===== config.mk =====
export PLATFORM = sky130hd
export DESIGN_NAME = br_pre_ctrl_rd
export DESIGN_NICKNAME = d
export VERILOG_FILES = /design/src/rtl/br_pre_ctrl_rd.sv
export SDC_FILE = /design/constraint.sdc
export NUM_CORES = 1
export LEC_CHECK = 0
export CAP_MARGIN = 10
export CORE_ASPECT_RATIO = 1.2
export CORE_MARGIN = 2
export CORE_UTILIZATION = 36
export DETAILED_ROUTE_END_ITERATION = 16
export PLACE_DENSITY = 0.64
export SYNTH_ARGS = -nofsm -noshare
export SYNTH_HDL_FRONTEND = slang
export SYNTH_SLANG_ARGS = --single-unit

===== constraint.sdc =====
create_clock -name clk -period 3.3 [get_ports clk]
set_clock_uncertainty 0.2 [all_clocks]
set_input_delay 0.66 -clock clk [delete_from_list [all_inputs] [get_ports clk]]
set_output_delay 0.66 -clock clk [all_outputs]
set_load 0.05 [all_outputs]

===== src/rtl/br_pre_ctrl_rd.sv =====
// Pops a packet descriptor, then streams its data-FIFO beats to MAC TX as sop/eop/mod frames, or flushes them when drop is set.
// First tx_val 4 cycles after cfifo_rdreq; tx_rdy low holds the 2-entry output buffer and throttles data-FIFO reads.
module br_pre_ctrl_rd #(
  parameter int DWIDTH = 64,
  parameter int CWIDTH = 40,
  parameter int LENW   = 14
) (
  input  logic              clk,
  input  logic              reset_,
  output logic              cfifo_rdreq,
  input  logic [CWIDTH-1:0] cfifo_q,
  input  logic              cfifo_empty,
  output logic              dfifo_rdreq,
  input  logic [DWIDTH-1:0] dfifo_q,
  input  logic              dfifo_empty,
  output logic              tx_val,
  input  logic              tx_rdy,
  output logic [DWIDTH-1:0] tx_data,
  output logic              tx_sop,
  output logic              tx_eop,
  output logic [2:0]        tx_mod,
  output logic [23:0]       tx_tag,
  output logic              tx_crc_ins,
  output logic              len_err,
  output logic [15:0]       pkt_cnt,
  output logic [15:0]       drop_cnt
);

  typedef enum logic [1:0] {IDLE, CWAIT, DATA, DROP} state_t;

  typedef struct packed {
    logic [DWIDTH-1:0] dat;
    logic              sop;
    logic              eop;
    logic [2:0]        mod;
  } beat_t;

  state_t      state_q, state_d;
  logic        en_q;
  logic [23:0] tag_q, tag_d;
  logic        crc_q, crc_d;
  logic [2:0]  mod_q, mod_d;
  logic [11:0] req_rem_q, req_rem_d;
  logic [11:0] ret_rem_q, ret_rem_d;
  logic        first_q, first_d;
  logic        rd_pend_q;
  logic [1:0]  occ_q, occ_d;
  beat_t       buf0_q, buf0_d;
  beat_t       buf1_q, buf1_d;
  logic [15:0] pkt_cnt_q, pkt_cnt_d;
  logic [15:0] drop_cnt_q, drop_cnt_d;

  logic [LENW-1:0] desc_len;
  logic [11:0]     desc_beats;
  logic            push;
  logic            pop;
  logic            last_ret;
  logic [2:0]      credit_used;
  beat_t           new_beat;

  assign desc_len   = cfifo_q[LENW-1:0];
  assign desc_beats = 12'((15'(desc_len) + 15'd7) >> 3);

  assign tx_val      = (occ_q != 2'd0);
  assign pop         = tx_val & tx_rdy;
  assign push        = rd_pend_q && (state_q == DATA);
  assign last_ret    = (ret_rem_q == 12'd1);
  // Counting this cycle's pop keeps reads flowing at one beat per cycle while
  // buffered plus in-flight words still never exceed two.
  assign credit_used = 3'(occ_q) + 3'(rd_pend_q) - 3'(pop);
  assign new_beat    = '{dat: dfifo_q, sop: first_q, eop: last_ret,
                         mod: (last_ret ? mod_q : 3'd0)};

  always_comb begin
    state_d     = state_q;
    cfifo_rdreq = 1'b0;
    dfifo_rdreq = 1'b0;
    len_err     = 1'b0;
    tag_d       = tag_q;
    crc_d       = crc_q;
    mod_d       = mod_q;
    req_rem_d   = req_rem_q;
    ret_rem_d   = ret_rem_q;
    first_d     = first_q;
    pkt_cnt_d   = pkt_cnt_q;
    drop_cnt_d  = drop_cnt_q;

    if (rd_pend_q) begin
      ret_rem_d = ret_rem_q - 12'd1;
      first_d   = 1'b0;
    end

    case (state_q)
      IDLE: begin
        if (en_q && !cfifo_empty) begin
          cfifo_rdreq = 1'b1;
          state_d     = CWAIT;
        end
      end
      CWAIT: begin
        tag_d     = cfifo_q[CWIDTH-1:16];
        crc_d     = cfifo_q[15];
        mod_d     = desc_len[2:0];
        req_rem_d = desc_beats;
        ret_rem_d = desc_beats;
        first_d   = 1'b1;
        if (desc_len == '0) begin
          len_err = 1'b1;
          state_d = IDLE;
        end else if (cfifo_q[14]) begin
          state_d = DROP;
        end else begin
          state_d = DATA;
        end
      end
      DATA: begin
        if (!dfifo_empty && (req_rem_q != 12'd0) && (credit_used < 3'd2)) begin
          dfifo_rdreq = 1'b1;
        end
        if (pop && buf0_q.eop) begin
          pkt_cnt_d = pkt_cnt_q + 16'd1;
          state_d   = IDLE;
        end
      end
      DROP: begin
        if (!dfifo_empty && (req_rem_q != 12'd0)) begin
          dfifo_rdreq = 1'b1;
        end
        if (rd_pend_q && last_ret) begin
          drop_cnt_d = drop_cnt_q + 16'd1;
          state_d    = IDLE;
        end
      end
      default: state_d = IDLE;
    endcase

    if (dfifo_rdreq) begin
      req_rem_d = req_rem_q - 12'd1;
    end
  end

  // Two-entry output buffer; buf0 is always the head presented on TX.
  always_comb begin
    occ_d  = occ_q;
    buf0_d = buf0_q;
    buf1_d = buf1_q;
    case ({push, pop})
      2'b10: begin
        if (occ_q == 2'd0) begin
          buf0_d = new_beat;
        end else begin
          buf1_d = new_beat;
        end
        occ_d = occ_q + 2'd1;
      end
      2'b01: begin
        buf0_d = buf1_q;
        occ_d  = occ_q - 2'd1;
      end
      2'b11: begin
        if (occ_q == 2'd1) begin
          buf0_d = new_beat;
        end else begin
          buf0_d = buf1_q;
          buf1_d = new_beat;
        end
      end
      default: ;
    endcase
  end

  always_ff @(posedge clk or negedge reset_) begin
    if (!reset_) begin
      state_q    <= IDLE;
      en_q       <= 1'b0;
      tag_q      <= '0;
      crc_q      <= 1'b0;
      mod_q      <= '0;
      req_rem_q  <= '0;
      ret_rem_q  <= '0;
      first_q    <= 1'b0;
      rd_pend_q  <= 1'b0;
      occ_q      <= '0;
      buf0_q     <= '0;
      buf1_q     <= '0;
      pkt_cnt_q  <= '0;
      drop_cnt_q <= '0;
    end else begin
      state_q    <= state_d;
      en_q       <= 1'b1;
      tag_q      <= tag_d;
      crc_q      <= crc_d;
      mod_q      <= mod_d;
      req_rem_q  <= req_rem_d;
      ret_rem_q  <= ret_rem_d;
      first_q    <= first_d;
      rd_pend_q  <= dfifo_rdreq;
      occ_q      <= occ_d;
      buf0_q     <= buf0_d;
      buf1_q     <= buf1_d;
      pkt_cnt_q  <= pkt_cnt_d;
      drop_cnt_q <= drop_cnt_d;
    end
  end

  assign tx_data    = buf0_q.dat;
  assign tx_sop     = buf0_q.sop;
  assign tx_eop     = buf0_q.eop;
  assign tx_mod     = buf0_q.mod;
  assign tx_tag     = tag_q;
  assign tx_crc_ins = crc_q;
  assign pkt_cnt    = pkt_cnt_q;
  assign drop_cnt   = drop_cnt_q;

endmodule


==> Word-level counts from Yosys, hierarchy flattened <==
Cells that the tools add are included.
{ "op_classes": {"n_reduce_logical": 23, "addsub": 9, "n_eq_ne": 14, "bitwise_logic": 1, "mux": 27, "magnitude_cmp": 1} }
{ "ops": {"columns": ["op", "n"], "rows": [
  ["$mux 69", 4],
  ["$pmux 69 s3", 1],
  ["$pmux 69 s2", 1],
  ["$mux 12", 4],
  ["$add 16x1->16 const B", 2],
  ["$sub 12x1->12 const B", 2],
  ["$add 14x3->15 const B", 1],
  ["$logic_not 14->1", 1],
  ["$eq 12x1->1 const B", 1],
  ["$reduce_bool 12->1", 1],
  ["$ne 2x2->1 const B", 5],
  ["$reduce_bool 2->1", 5],
  ["$mux 1", 9],
  ["$eq 2x2->1 const B", 4],
  ["$mux 2", 4],
  ["$pmux 2 s4", 1],
  ["$eq 2x1->1 const B", 3],
  ["$logic_and 1x1->1", 6],
  ["$reduce_and 2->1", 3],
  ["$reduce_and 3->1", 2],
  ["$logic_not 2->1", 2],
  ["$pmux 2 s2", 1],
  ["$add 2x1->3", 1],
  ["$lt 3x2->1 const B", 1],
  ["9 further kinds", 10]
]} }
{ "word_totals": {"in_bits": 109, "output_inout_bits": 130, "word_cells": 95, "register_bits": 229} }

==> Longest topological paths before layout <==
{ "logic_depth": {"depth_word": 8, "mapped_depth": 14, "depth_no_buf": 14} }

==> Worst setup path after synthesis <==
Ideal clock, no wire load.
{ "synth_timing": {"path_kind": "reg-to-output", "from": "register occ_q[1]", "to": "output dfifo_rdreq", "t_arrival_ps": 3134, "path_slack_ps": -694, "stages_incl_launch_ff": 12, "required_ps": 2440, "path_cell_list": "dfrtp_1 inv_1 ha_1 inv_1 nand2_1 nor2_1 o21ai_0 fa_1 nand3b_1 o21ai_0 o31ai_4 inv_2"} }
{ "synth_between": {"elab_chain_len": 7, "word_cells_on_any_way": 8} }
{ "synth_rtl": {"columns": ["element", "line_no", "source"], "rows": [
  ["start: declaration", "47", "logic [1:0] occ_q, occ_d;"],
  ["start signal: assignment", "183", "occ_q <= '0;"],
  ["start signal: assignment", "198", "occ_q <= occ_d;"],
  ["$reduce_bool 2->1", "64", "assign tx_val = (occ_q != 2'd0);"],
  ["via tx_val", "16", "output logic tx_val,"],
  ["$and 1x1->1", "65", "assign pop = tx_val & tx_rdy;"],
  ["$sub 3x1->3", "70", "assign credit_used = 3'(occ_q) + 3'(rd_pend_q) - 3'(pop);"],
  ["$lt 3x2->1", "117", "if (!dfifo_empty && (req_rem_q != 12'd0) && (credit_used < 3'd2)) begin"],
  ["$logic_and 1x1->1", "117", null],
  ["$mux 1", "117", null],
  ["$pmux 1 s2", "93", "case (state_q)"],
  ["end: declaration", "13", "output logic dfifo_rdreq,"]
]} }
The timed path passes the listed nets, and every way through them passes these cells.

==> Worst setup path in the final report <==
{ "layout_timing": {"from": "register occ_q[0]", "to": "output dfifo_rdreq"} }
{ "layout_between": {"elab_chain_len": 7, "word_cells_on_any_way": 8} }
{ "layout_rtl": {"columns": ["element", "line_no"], "rows": [
  ["branches (longest 2 deep; another with $add 2x1->3)", null],
  ["$sub 3x1->3 (*)", "70"],
  ["$lt 3x2->1 (*)", "117"],
  ["$logic_and 1x1->1 (*)", "117"],
  ["$mux 1 (*)", "117"],
  ["$pmux 1 s2 (*)", "93"]
]} }
Mark *: on every way between the ends.

==> results.md <==
- GRT Total Usage: 18.3%
- Int Power: just over 8 mW
- Primary FF master, synth: dfrtp_1
- Post-synthesis sequential area ratio: between 50% and 60%
- PortBufs: about 240
- Die W: 157 um
- Asr flop ratio synth: 100%
- Failing checks: negative setup slack
- Hold Fails Final Rpt: 0
- Vias in the first global route: approximately 8100
- Top-count cell post-synth: dfrtp_1
- Area post-placement: roughly 13000 um^2
- Residual DRC: 0
- First-pass DRT Iterations: 4
- DR WL/cell: ~17 um
- Final setup fails: 1
- Max Root-Sink Buffers: 3
- Pre-CTS setup slack: -0.243 ns
- First-pass GRT wire length: approximately 44 mm
- Setup WS post-layout: -0.194 ns
- Fin crit share: 106%
- Cells after synthesis: 927
- Yosys top cell area share: ~57%
- DRT iter0 DRCs: ~350
- DRT antenna net count: 0
- Final Util: 50.8%
- Switching Share: 42.2%
- FF+latch count, synth: around 230
- Achievable Freq: 286 MHz
- Drt total wl: roughly 27 mm
- Combinational share of power: between 40% and 50%
- Area leader, netlist: dfrtp_1
- Clock-pin slew on the worst setup and hold paths: approximately 0.060 ns
- Cell area after synthesis: between 10000 and 15000 um^2
- Switching power total: 5.99 mW
- Reg power frac: between 30% and 40%
- Top post-synthesis cells by area: dfrtp_1 57%, mux2_2 7.7%, a221oi_1 5.7%
- Initial Utilization: a little over a third
- Die Ht: ~190 um
- CP Capture Type: output pin
- FP Rows: 67
- CTS tree: yes
- Grt met3 use: between 3 and 4%
- Final max-slew violation count: 0
- Leakage: between 6 and 7 nW
- Synth top cells by count: 229 x dfrtp_1, 153 x nor2_1, 120 x nand2_1
- CP Max Fanout: 3
- Yosys cell types: between 50 and 60
- Syn nets: around 1000
- Num CTS Buffers: 25
- NumNets Final: roughly 1300
- Via density per instance: between 5 and 6
- Slew @ Worst Pin: approximately 0.75 ns
- Min-Delay Path Class: reg2reg
- YS warnings: 0
- Worst Path Required: around 2.4 ns
- Min Tclk post-route: roughly 3.5 ns
- Synth-to-layout area growth: 40.0%
- Initial antenna violation count: 0
- Busiest metal layer after global routing: met2
- Crit path DAT: about 2.6 ns
- Hpwl dp: around 18 mm
- Grt ovf: 0
- Routability cong.: between 0.7 and 0.8
- Syn Area/Cell: around 11 um^2
- I/O pin cnt: around 240
- Number of synthesized flops with an enable pin: 0
- Met2 Use GR: between 30% and 40%
- Max Cap Viol: 0
- Status: finished with violations
- Met1 Use GR: 23.9%
- Share of layout cells above drive strength 1: between 10 and 15%
- Setup_tns: -0.194 ns
- Number of diodes: 0
- Largest net degree at the start of global routing: 78
- Clock power frac: 20.0%
- Clk_lat worst skew: 0.52 ns
- Final Instance Area: ~14000 um^2
- Clock root buffer master: clkbuf_16
- H-tree depth: 1
- Worst rel slew slack: between 40% and 50%
- CTS Sinks: between 200 and 250
- Tightest hold margin: between 0.2 and 0.3 ns
- Setup CP Type: reg2out
- Core box area: between 20000 and 30000 um^2
- Peak VDD IR: around 0.00055 V
- DIE AREA: 29300 um^2
- Vias: approximately 7900
- Startpoint Class: flop
- Unrepaired setup endpoints after global routing: yes
- Power per cell area: 1010 nW/um^2
==> state kept, by name, summed over array words and instances, names as in the netlist <==
signal and cells:
buf1_q 69, tx_data 64, tx_tag 24, drop_cnt 16, pkt_cnt 16, req_rem_q 12, ret_rem_q 12, mod_q 3
tx_mod 3, occ_q 2, state_q 2, en_q 1, first_q 1, rd_pend_q 1, tx_crc_ins 1, tx_eop 1
tx_sop 1
==> path summary, 6_finish.rpt <==
| path | start | to | slack [ns] | cells after the start |
|---|---|---|---|---|
| setup reg to reg | occ_q[0]$_DFFE_PN0P_ | req_rem_q[6]$_DFFE_PN0P_ | 0.19 | 15 |
| hold reg to reg | drop_cnt[15]$_DFFE_PN0P_ | drop_cnt[15]$_DFFE_PN0P_ | 0.27 | 1 |
| setup / recovery | occ_q[0]$_DFFE_PN0P_ | dfifo_rdreq | -0.19 | 13 |
| max in group asynchronous | reset_ | buf1_q[30]$_DFFE_PN0P_ | 1.64 | 3 |
| hold / removal | drop_cnt[15]$_DFFE_PN0P_ | drop_cnt[15]$_DFFE_PN0P_ | 0.27 | 1 |
| min in group asynchronous | reset_ | buf1_q[45]$_DFFE_PN0P_ | 0.52 | 2 |
==> logic make-up (layout without fill, tap and decap cells) <==
kind of cell             Yosys count  in the layout  share of synthesized area, %
AO/OA/AOI/OAI                    114            114                          9.06
multiplexers                      73             73                          8.12
flip-flops                       229            229                          57.0
AND/OR/NAND/NOR                  376            376                          16.8
buffers and inverters             68            337                          2.85
XOR/XNOR                          56             56                          4.87
other                              1              1                        0.0373
adder cells (fa/ha/maj)           10             10                          1.32
==> layout by cell type, fill, tap and decap left out, types with 15 or more instances in the layout <==
master / count
a221oi_1: 66
buf_4: 27
clkbuf_16: 25
clkdlybuf4s50_1: 234
dfrtp_1: 229
mux2_2: 69
nand2_1: 119
nand3_1: 17
nand4_1: 15
nor2_1: 149
nor3_1: 15
xnor2_1: 41
xor2_1: 15
==> critical path, stage by stage (launching register included) <==
cell        delay (ns)
dfrtp_1           0.39
inv_2             0.09
ha_4              0.14
clkinvlp_4        0.10
nand2_4           0.10
inv_4             0.04
nor2_2            0.07
o21ai_1           0.07
fa_1              0.49
nand3b_1          0.11
o21ai_4           0.19
o31ai_4           0.12
inv_4             0.08
buf_12            0.13
==> stage by stage <==
stage,instances,power [mW]
after CTS,1575,14.4
after global placement,1524,11.3
after floorplan,927,8.99
after detailed placement,1524,11.4
after global routing,1575,15.1
final,1575,14.2
==> cell type report <==
class | count | area (um^2)
fill | 2523 | 13700
sequential | 229 | 5730
multi-input combinational | 630 | 4150
timing repair buffer | 276 | 2830
clock buffer | 36 | 737
tap | 379 | 474
clock inverter | 9 | 103
inverter | 16 | 68.8
==> metal layers <==
metal | vias up | part of all wire, % | routed length (um)
met2 | 216 | 48 | 13000
met5 | - | 0 | 0
li1 | 3747 | - | -
met1 | 3903 | 43 | 11500
met4 | 0 | 2.7 | 713
met3 | 42 | 5.9 | 1580
==> what timing repair did <==
| item | CTS | global route |
|---|---|---|
| buffers inserted | 5 | 0 |
| pin swaps | 2 | 0 |
| gates resized for setup | 2 | 1 |
| hold endpoints to repair | 73 | 0 |
| endpoints found under the setup margin | 1 | 1 |
| hold buffers | 1 | 0 |
==> power groups by stage <==
stage	Combinational [mW]	Clock, mW	Sequential (mW)
2_1_floorplan	2.35	0	6.64
3_3_place_gp	6.52	0	4.75
3_5_place_dp	6.60	0	4.81
4_1_cts	6.67	2.92	4.77
5_1_grt	7.08	3.05	4.93
6_report	6.61	2.83	4.76
No activity file was read; power rests on OpenSTA's default activity.
